### src/rtl/mdu_writeback.sv
// Iterative RV32M multiply/divide unit: bit-serial shift-add multiply and restoring
// divide, with a one-cycle registered write into the register file on completion.
module mdu_writeback #(
   parameter int XLEN  = 32,
   parameter int CNT_W = 6
) (
   input  logic            clk,
   input  logic            rst,
   input  logic            start,
   input  logic [2:0]      funct3,
   input  logic [XLEN-1:0] rs1_data,
   input  logic [XLEN-1:0] rs2_data,
   input  logic [4:0]      rd,
   output logic            busy,
   output logic            done,
   output logic            RegWrite,
   output logic [4:0]      Write_Register,
   output logic [XLEN-1:0] Write_Data
);

   typedef enum logic [1:0] {
      S_IDLE = 2'd0,
      S_CALC = 2'd1,
      S_DONE = 2'd2
   } state_t;

   localparam logic [2:0] F_MUL    = 3'd0;
   localparam logic [2:0] F_MULH   = 3'd1;
   localparam logic [2:0] F_MULHSU = 3'd2;
   localparam logic [2:0] F_DIV    = 3'd4;
   localparam logic [2:0] F_REM    = 3'd6;

   localparam logic [XLEN-1:0] ALL_ONES = {XLEN{1'b1}};
   localparam logic [XLEN-1:0] INT_MIN  = {1'b1, {(XLEN-1){1'b0}}};
   localparam logic [CNT_W-1:0] LAST_CNT = CNT_W'(XLEN - 1);

   state_t           state_q, state_d;
   logic [CNT_W-1:0] cnt_q, cnt_d;
   logic [2:0]       op_q, op_d;
   logic [4:0]       rd_q, rd_d;
   logic             neg_q, neg_d;
   // opa: multiplicand / divisor; lo: multiplier then product low half / dividend then quotient;
   // acc: product high half / partial remainder (one extra bit for the restoring compare).
   logic [XLEN-1:0]  opa_q, opa_d;
   logic [XLEN-1:0]  lo_q, lo_d;
   logic [XLEN:0]    acc_q, acc_d;
   logic             busy_q, busy_d;
   logic             done_q, done_d;
   logic             regwrite_q, regwrite_d;
   logic [4:0]       wreg_q, wreg_d;
   logic [XLEN-1:0]  wdata_q, wdata_d;

   // ---------------- operand decode at issue ----------------
   logic            sgn_a, sgn_b;
   logic            a_neg, b_neg;
   logic [XLEN-1:0] mag_a, mag_b;
   logic            neg_in;
   logic            div_zero, div_ovf, special;
   logic [XLEN-1:0] special_res;

   always_comb begin
      sgn_a = (funct3 == F_MULH) || (funct3 == F_MULHSU) ||
              (funct3 == F_DIV)  || (funct3 == F_REM);
      sgn_b = (funct3 == F_MULH) || (funct3 == F_DIV) || (funct3 == F_REM);
      a_neg = sgn_a & rs1_data[XLEN-1];
      b_neg = sgn_b & rs2_data[XLEN-1];
      mag_a = a_neg ? (~rs1_data + 1'b1) : rs1_data;
      mag_b = b_neg ? (~rs2_data + 1'b1) : rs2_data;

      // Remainder follows the dividend; quotient and high product follow the XOR.
      case (funct3)
         F_MULH:   neg_in = a_neg ^ b_neg;
         F_MULHSU: neg_in = a_neg;
         F_DIV:    neg_in = a_neg ^ b_neg;
         F_REM:    neg_in = a_neg;
         default:  neg_in = 1'b0;
      endcase

      div_zero = funct3[2] && (rs2_data == '0);
      div_ovf  = ((funct3 == F_DIV) || (funct3 == F_REM)) &&
                 (rs1_data == INT_MIN) && (rs2_data == ALL_ONES);
      special  = div_zero || div_ovf;

      if (div_zero)
         special_res = funct3[1] ? rs1_data : ALL_ONES;
      else
         special_res = funct3[1] ? '0 : INT_MIN;
   end

   // ---------------- one iteration of the datapath ----------------
   logic [XLEN:0]     mul_sum;
   logic [XLEN:0]     rem_sh;
   logic [XLEN+1:0]   div_diff;
   logic [XLEN:0]     acc_nx;
   logic [XLEN-1:0]   lo_nx;
   logic [2*XLEN-1:0] prod, prod_s;
   logic [XLEN-1:0]   div_raw;
   logic [XLEN-1:0]   final_res;

   always_comb begin
      mul_sum  = {1'b0, acc_q[XLEN-1:0]} + (lo_q[0] ? {1'b0, opa_q} : '0);
      rem_sh   = {acc_q[XLEN-1:0], lo_q[XLEN-1]};
      div_diff = {1'b0, rem_sh} - {2'b00, opa_q};

      if (!op_q[2]) begin
         acc_nx = {1'b0, mul_sum[XLEN:1]};
         lo_nx  = {mul_sum[0], lo_q[XLEN-1:1]};
      end else if (!div_diff[XLEN+1]) begin
         acc_nx = div_diff[XLEN:0];
         lo_nx  = {lo_q[XLEN-2:0], 1'b1};
      end else begin
         acc_nx = rem_sh;
         lo_nx  = {lo_q[XLEN-2:0], 1'b0};
      end

      prod    = {acc_nx[XLEN-1:0], lo_nx};
      prod_s  = neg_q ? (~prod + 1'b1) : prod;
      div_raw = op_q[1] ? acc_nx[XLEN-1:0] : lo_nx;

      if (!op_q[2])
         final_res = (op_q == F_MUL) ? prod_s[XLEN-1:0] : prod_s[2*XLEN-1:XLEN];
      else
         final_res = neg_q ? (~div_raw + 1'b1) : div_raw;
   end

   // ---------------- next-state / output logic ----------------
   always_comb begin
      state_d    = state_q;
      cnt_d      = cnt_q;
      op_d       = op_q;
      rd_d       = rd_q;
      neg_d      = neg_q;
      opa_d      = opa_q;
      lo_d       = lo_q;
      acc_d      = acc_q;
      done_d     = 1'b0;
      regwrite_d = 1'b0;
      wreg_d     = wreg_q;
      wdata_d    = wdata_q;

      case (state_q)
         S_IDLE: begin
            if (start) begin
               op_d  = funct3;
               rd_d  = rd;
               cnt_d = '0;
               neg_d = neg_in;
               opa_d = funct3[2] ? mag_b : mag_a;
               lo_d  = funct3[2] ? mag_a : mag_b;
               acc_d = '0;
               if (special) begin
                  state_d    = S_DONE;
                  done_d     = 1'b1;
                  regwrite_d = (rd != 5'd0);
                  wreg_d     = rd;
                  wdata_d    = special_res;
               end else begin
                  state_d = S_CALC;
               end
            end
         end
         S_CALC: begin
            acc_d = acc_nx;
            lo_d  = lo_nx;
            cnt_d = cnt_q + 1'b1;
            if (cnt_q == LAST_CNT) begin
               state_d    = S_DONE;
               done_d     = 1'b1;
               regwrite_d = (rd_q != 5'd0);
               wreg_d     = rd_q;
               wdata_d    = final_res;
            end
         end
         S_DONE: begin
            state_d = S_IDLE;
         end
         default: begin
            state_d = S_IDLE;
         end
      endcase

      busy_d = (state_d != S_IDLE);
   end

   always_ff @(posedge clk) begin
      if (!rst) begin
         state_q    <= S_IDLE;
         cnt_q      <= '0;
         op_q       <= '0;
         rd_q       <= '0;
         neg_q      <= 1'b0;
         opa_q      <= '0;
         lo_q       <= '0;
         acc_q      <= '0;
         busy_q     <= 1'b0;
         done_q     <= 1'b0;
         regwrite_q <= 1'b0;
         wreg_q     <= '0;
         wdata_q    <= '0;
      end else begin
         state_q    <= state_d;
         cnt_q      <= cnt_d;
         op_q       <= op_d;
         rd_q       <= rd_d;
         neg_q      <= neg_d;
         opa_q      <= opa_d;
         lo_q       <= lo_d;
         acc_q      <= acc_d;
         busy_q     <= busy_d;
         done_q     <= done_d;
         regwrite_q <= regwrite_d;
         wreg_q     <= wreg_d;
         wdata_q    <= wdata_d;
      end
   end

   assign busy           = busy_q;
   assign done           = done_q;
   assign RegWrite       = regwrite_q;
   assign Write_Register = wreg_q;
   assign Write_Data     = wdata_q;

endmodule

### config.mk
export PLATFORM = sky130hd
export DESIGN_NAME = mdu_writeback
export DESIGN_NICKNAME = d
export VERILOG_FILES = /design/src/rtl/mdu_writeback.sv
export SDC_FILE = /design/constraint.sdc
export NUM_CORES = 1
export LEC_CHECK = 0
export CORE_AREA = 2 2 239 170
export CTS_CLUSTER_SIZE = 8
export DETAILED_ROUTE_END_ITERATION = 6
export DIE_AREA = 0 0 241 172
export DONT_BUFFER_PORTS = 1
export PLACE_DENSITY_LB_ADDON = 0.15
export SLEW_MARGIN = 40
export SYNTH_ARGS = -nofsm -noshare
export SYNTH_HDL_FRONTEND = slang
export SYNTH_SLANG_ARGS = --single-unit
### constraint.sdc
create_clock -name clk -period 6.4 [get_ports clk]
set_input_delay 0.64 -clock clk [delete_from_list [all_inputs] [get_ports clk]]
set_output_delay 0.64 -clock clk [all_outputs]
set_load 0.02 [all_outputs]
==> impl_metrics.json <==
{
  "hold_class": "in2reg",
  "p_comb_frac": 0.419,
  "critPathKind": "reg2reg",
  "fp.coreArea_sq_um": 39200,
  "worst_pin_slew_ns": 0.911,
  "cts_hold_buf": 0,
  "leakage_nw": 6.78,
  "cp-end-kind": "register",
  "hpwl_um": 62500,
  "ys_seq_elements": 153,
  "vias_per_cell": 6.77,
  "synth_edf_count": 0,
  "clkPwrFrac": 0.292,
  "setup_tns_ns": 0,
  "fp.dieArea_sq_um": 41500,
  "grt_max_degree": 85,
  "intPower_mw": 2.05,
  "critPathMaxStageDelay_ns": 0.57,
  "clock_path_buffers": 2,
  "grt_pass1_vias": 17900,
  "nets": 2571,
  "dp_cells": 2940,
  "fmax_mhz": 164,
  "synth_seq_area_share": 0.175,
  "synth_top_cell_by_area": "dfxtp_1",
  "cts_tree": "done",
  "crit_chain": "inv_1, ha_1, a21o_1, a31o_2, a211oi_2, o21a_1, a31o_2, ha_1, nand3_1, or4_4, or4_4, or2_4, a211o_1, nor4_4, nand3_2, buf_4, nor4_4, nand3_2, or3_1, a31o_1, a41oi_2",
  "grt_busiest_layer": "met1",
  "drt-initial-drc-count": 2874,
  "dr.pass1.iters": 5,
  "grt_overflow": 0,
  "ys_types": 113,
  "synth_top_area_frac": 0.175,
  "syn_inst": 2500,
  "fin_area_sq_um": 18700,
  "cts_resized": 0,
  "routed-via-count": 20100,
  "ctsHtreeMaxLevel": 4,
  "cp.arrival_ns": 6.51,
  "wl_um": 80900,
  "fin_cells": 2973,
  "synth_most_common_cell": "nand2_1",
  "met2_usage": 0.546,
  "drtAntennaViolNets": 0,
  "yosysWarningCount": 0,
  "status": "finished clean",
  "cts_made_buffers": 17,
  "netlist_area_sq_um": 17500,
  "slew_viol_final": 0,
  "gp_congestion": 1.05,
  "numPortBuffers": 0,
  "cts-root-buf": "clkbuf_16",
  "die_h_um": 172,
  "worstSetupStartpointType": "register",
  "finalSetupViolCount": 0,
  "cts_sinks": 153,
  "row_count": 61,
  "async_flop_share": 0,
  "area_delta_synth_final_pct": 6.90,
  "cpMaxStageDelayCell": "or4_4",
  "track_usage": 0.381,
  "period_needed_ns": 6.11,
  "power_density_nw_per_um2": 198,
  "synth.area.top_cells": "dfxtp_1 (18%), a21oi_1 (6.8%), nand2_1 (6.4%), nor2_1 (5.1%), ha_1 (5.0%)",
  "crit_fanout": 10,
  "critical_path_required_ns": 6.80,
  "start_util": 0.446,
  "p_switching_mw": 1.65,
  "ios": 115,
  "antenna_found_initial": 1,
  "startpoint": "opa_q[20]",
  "hold_start": "rd[4]",
  "switching_share": 0.447,
  "wire_per_inst_um": 27.2,
  "clk_pin_slew_ns": 0.09,
  "gr-usage-met1": 0.550,
  "rsz0062_at_grt": "no",
  "fin_crit_sh": 0.954,
  "synth_top_cells_by_count": "nand2_1 (298), a21oi_1 (239), nor2_1 (236)",
  "avgSynthCellArea_sq_um": 6.99,
  "drcViolationCount": 0,
  "p_total_mw": 3.70,
  "r2r-start": "opa_q[20]",
  "drive_gt1_frac": 0.0940,
  "slew_headroom": 0.389,
  "hold_viol_final": 0,
  "met3_usage": 0.0923,
  "peakVddDrop_v": 0.000211,
  "synth_nets": 2647,
  "clkLatencyLatePin_ns": 0.48,
  "grt_pass1_wl_um": 118000,
  "drv_cap": 0,
  "worst_clock_skew_ns": 0.0223,
  "dieWidth_um": 241,
  "post_cts_buffers": 0,
  "place_area_sq_um": 18100,
  "p_seq_frac": 0.289,
  "synth-main-ff-cell": "dfxtp_1"
}
==> area by class of cell <==
type,count,area [sq um]
Clock buffer,17,425
Timing Repair Buffer,78,613
Fill cell,4091,20500
Clock inverter,15,171
Antenna cell,1,2.50
Sequential cell,153,3070
Multi-Input combinational cell,2107,13500
Inverter,67,254
Tap cell,535,669
==> worst paths after layout <==
path | depth (start not counted) | slack, ns | endpoint
setup / recovery | 21 | 0.29 | Write_Data[22]
hold / removal | 2 | 0.29 | rd_q[4]
setup reg to reg | 21 | 0.29 | Write_Data[22]
hold reg to reg | 2 | 0.47 | opa_q[30]
==> metal layers <==
layer  share of wire  wire (um)
met5               0          0
met2            0.41      33100
met4           0.036       2900
met3            0.11       8650
met1            0.45      36200
==> power groups by stage <==
| stage | Clock [mW] | Combinational (mW) | Sequential (mW) |
|---|---|---|---|
| final | 1.08 | 1.55 | 1.07 |
| after global routing | 1.12 | 1.64 | 1.07 |
| after CTS | 1.09 | 1.49 | 1.07 |
| after detailed placement | 0 | 1.48 | 1.09 |
| after global placement | 0 | 1.47 | 1.08 |
| after floorplan | 0 | 1.04 | 1.05 |
==> cells by family after synthesis <==
kind of cell / after synthesis / share of synthesized area
simple gates: 950 / 0.267
compound gates: 870 / 0.332
buf+inv: 240 / 0.0583
xor+xnor: 155 / 0.0777
flops: 153 / 0.175
fa+ha+maj: 72 / 0.0524
mux: 60 / 0.0373
==> worst max-delay path, delay by kind of cell (launching register included) <==
family	cells	cell delay, ns
buffers and inverters	2	0.22
adders and majority gates	2	0.61
and+or+nand+nor	9	2.84
AOI/OAI and AO/OA	8	1.98
DFF	1	0.36
==> registers in the layout (all words and copies together), names as in the netlist <==
name	count
cnt_q	6
lo_q	32
neg_q	1
op_q	3
done	1
Write_Register	5
Write_Data	32
acc_q	32
opa_q	32
busy	1
rd_q	5
state_q	2
RegWrite	1
==> layout by cell type, fill, tap and decap left out, types with 65 or more instances in the layout <==
master,n
a21oi_1,239
buf_4,75
dfxtp_1,150
ha_1,70
nand2_1,297
nand3_1,85
nor2_1,233
nor3_1,65
o211ai_1,65
o21ai_0,160
xnor2_1,83
xor2_1,69
==> metrics by stage <==
step,util,setup WS (ns),hold slack (ns)
4_1_cts,0.475,0.365,0.273
6_report,0.476,0.291,0.287
2_1_floorplan,-,0.958,0.438
3_3_place_gp,0.459,0.529,0.451
5_1_grt,0.476,0.0146,0.285
3_5_place_dp,0.460,0.395,0.461
Power figures use the tool's default switching activity.
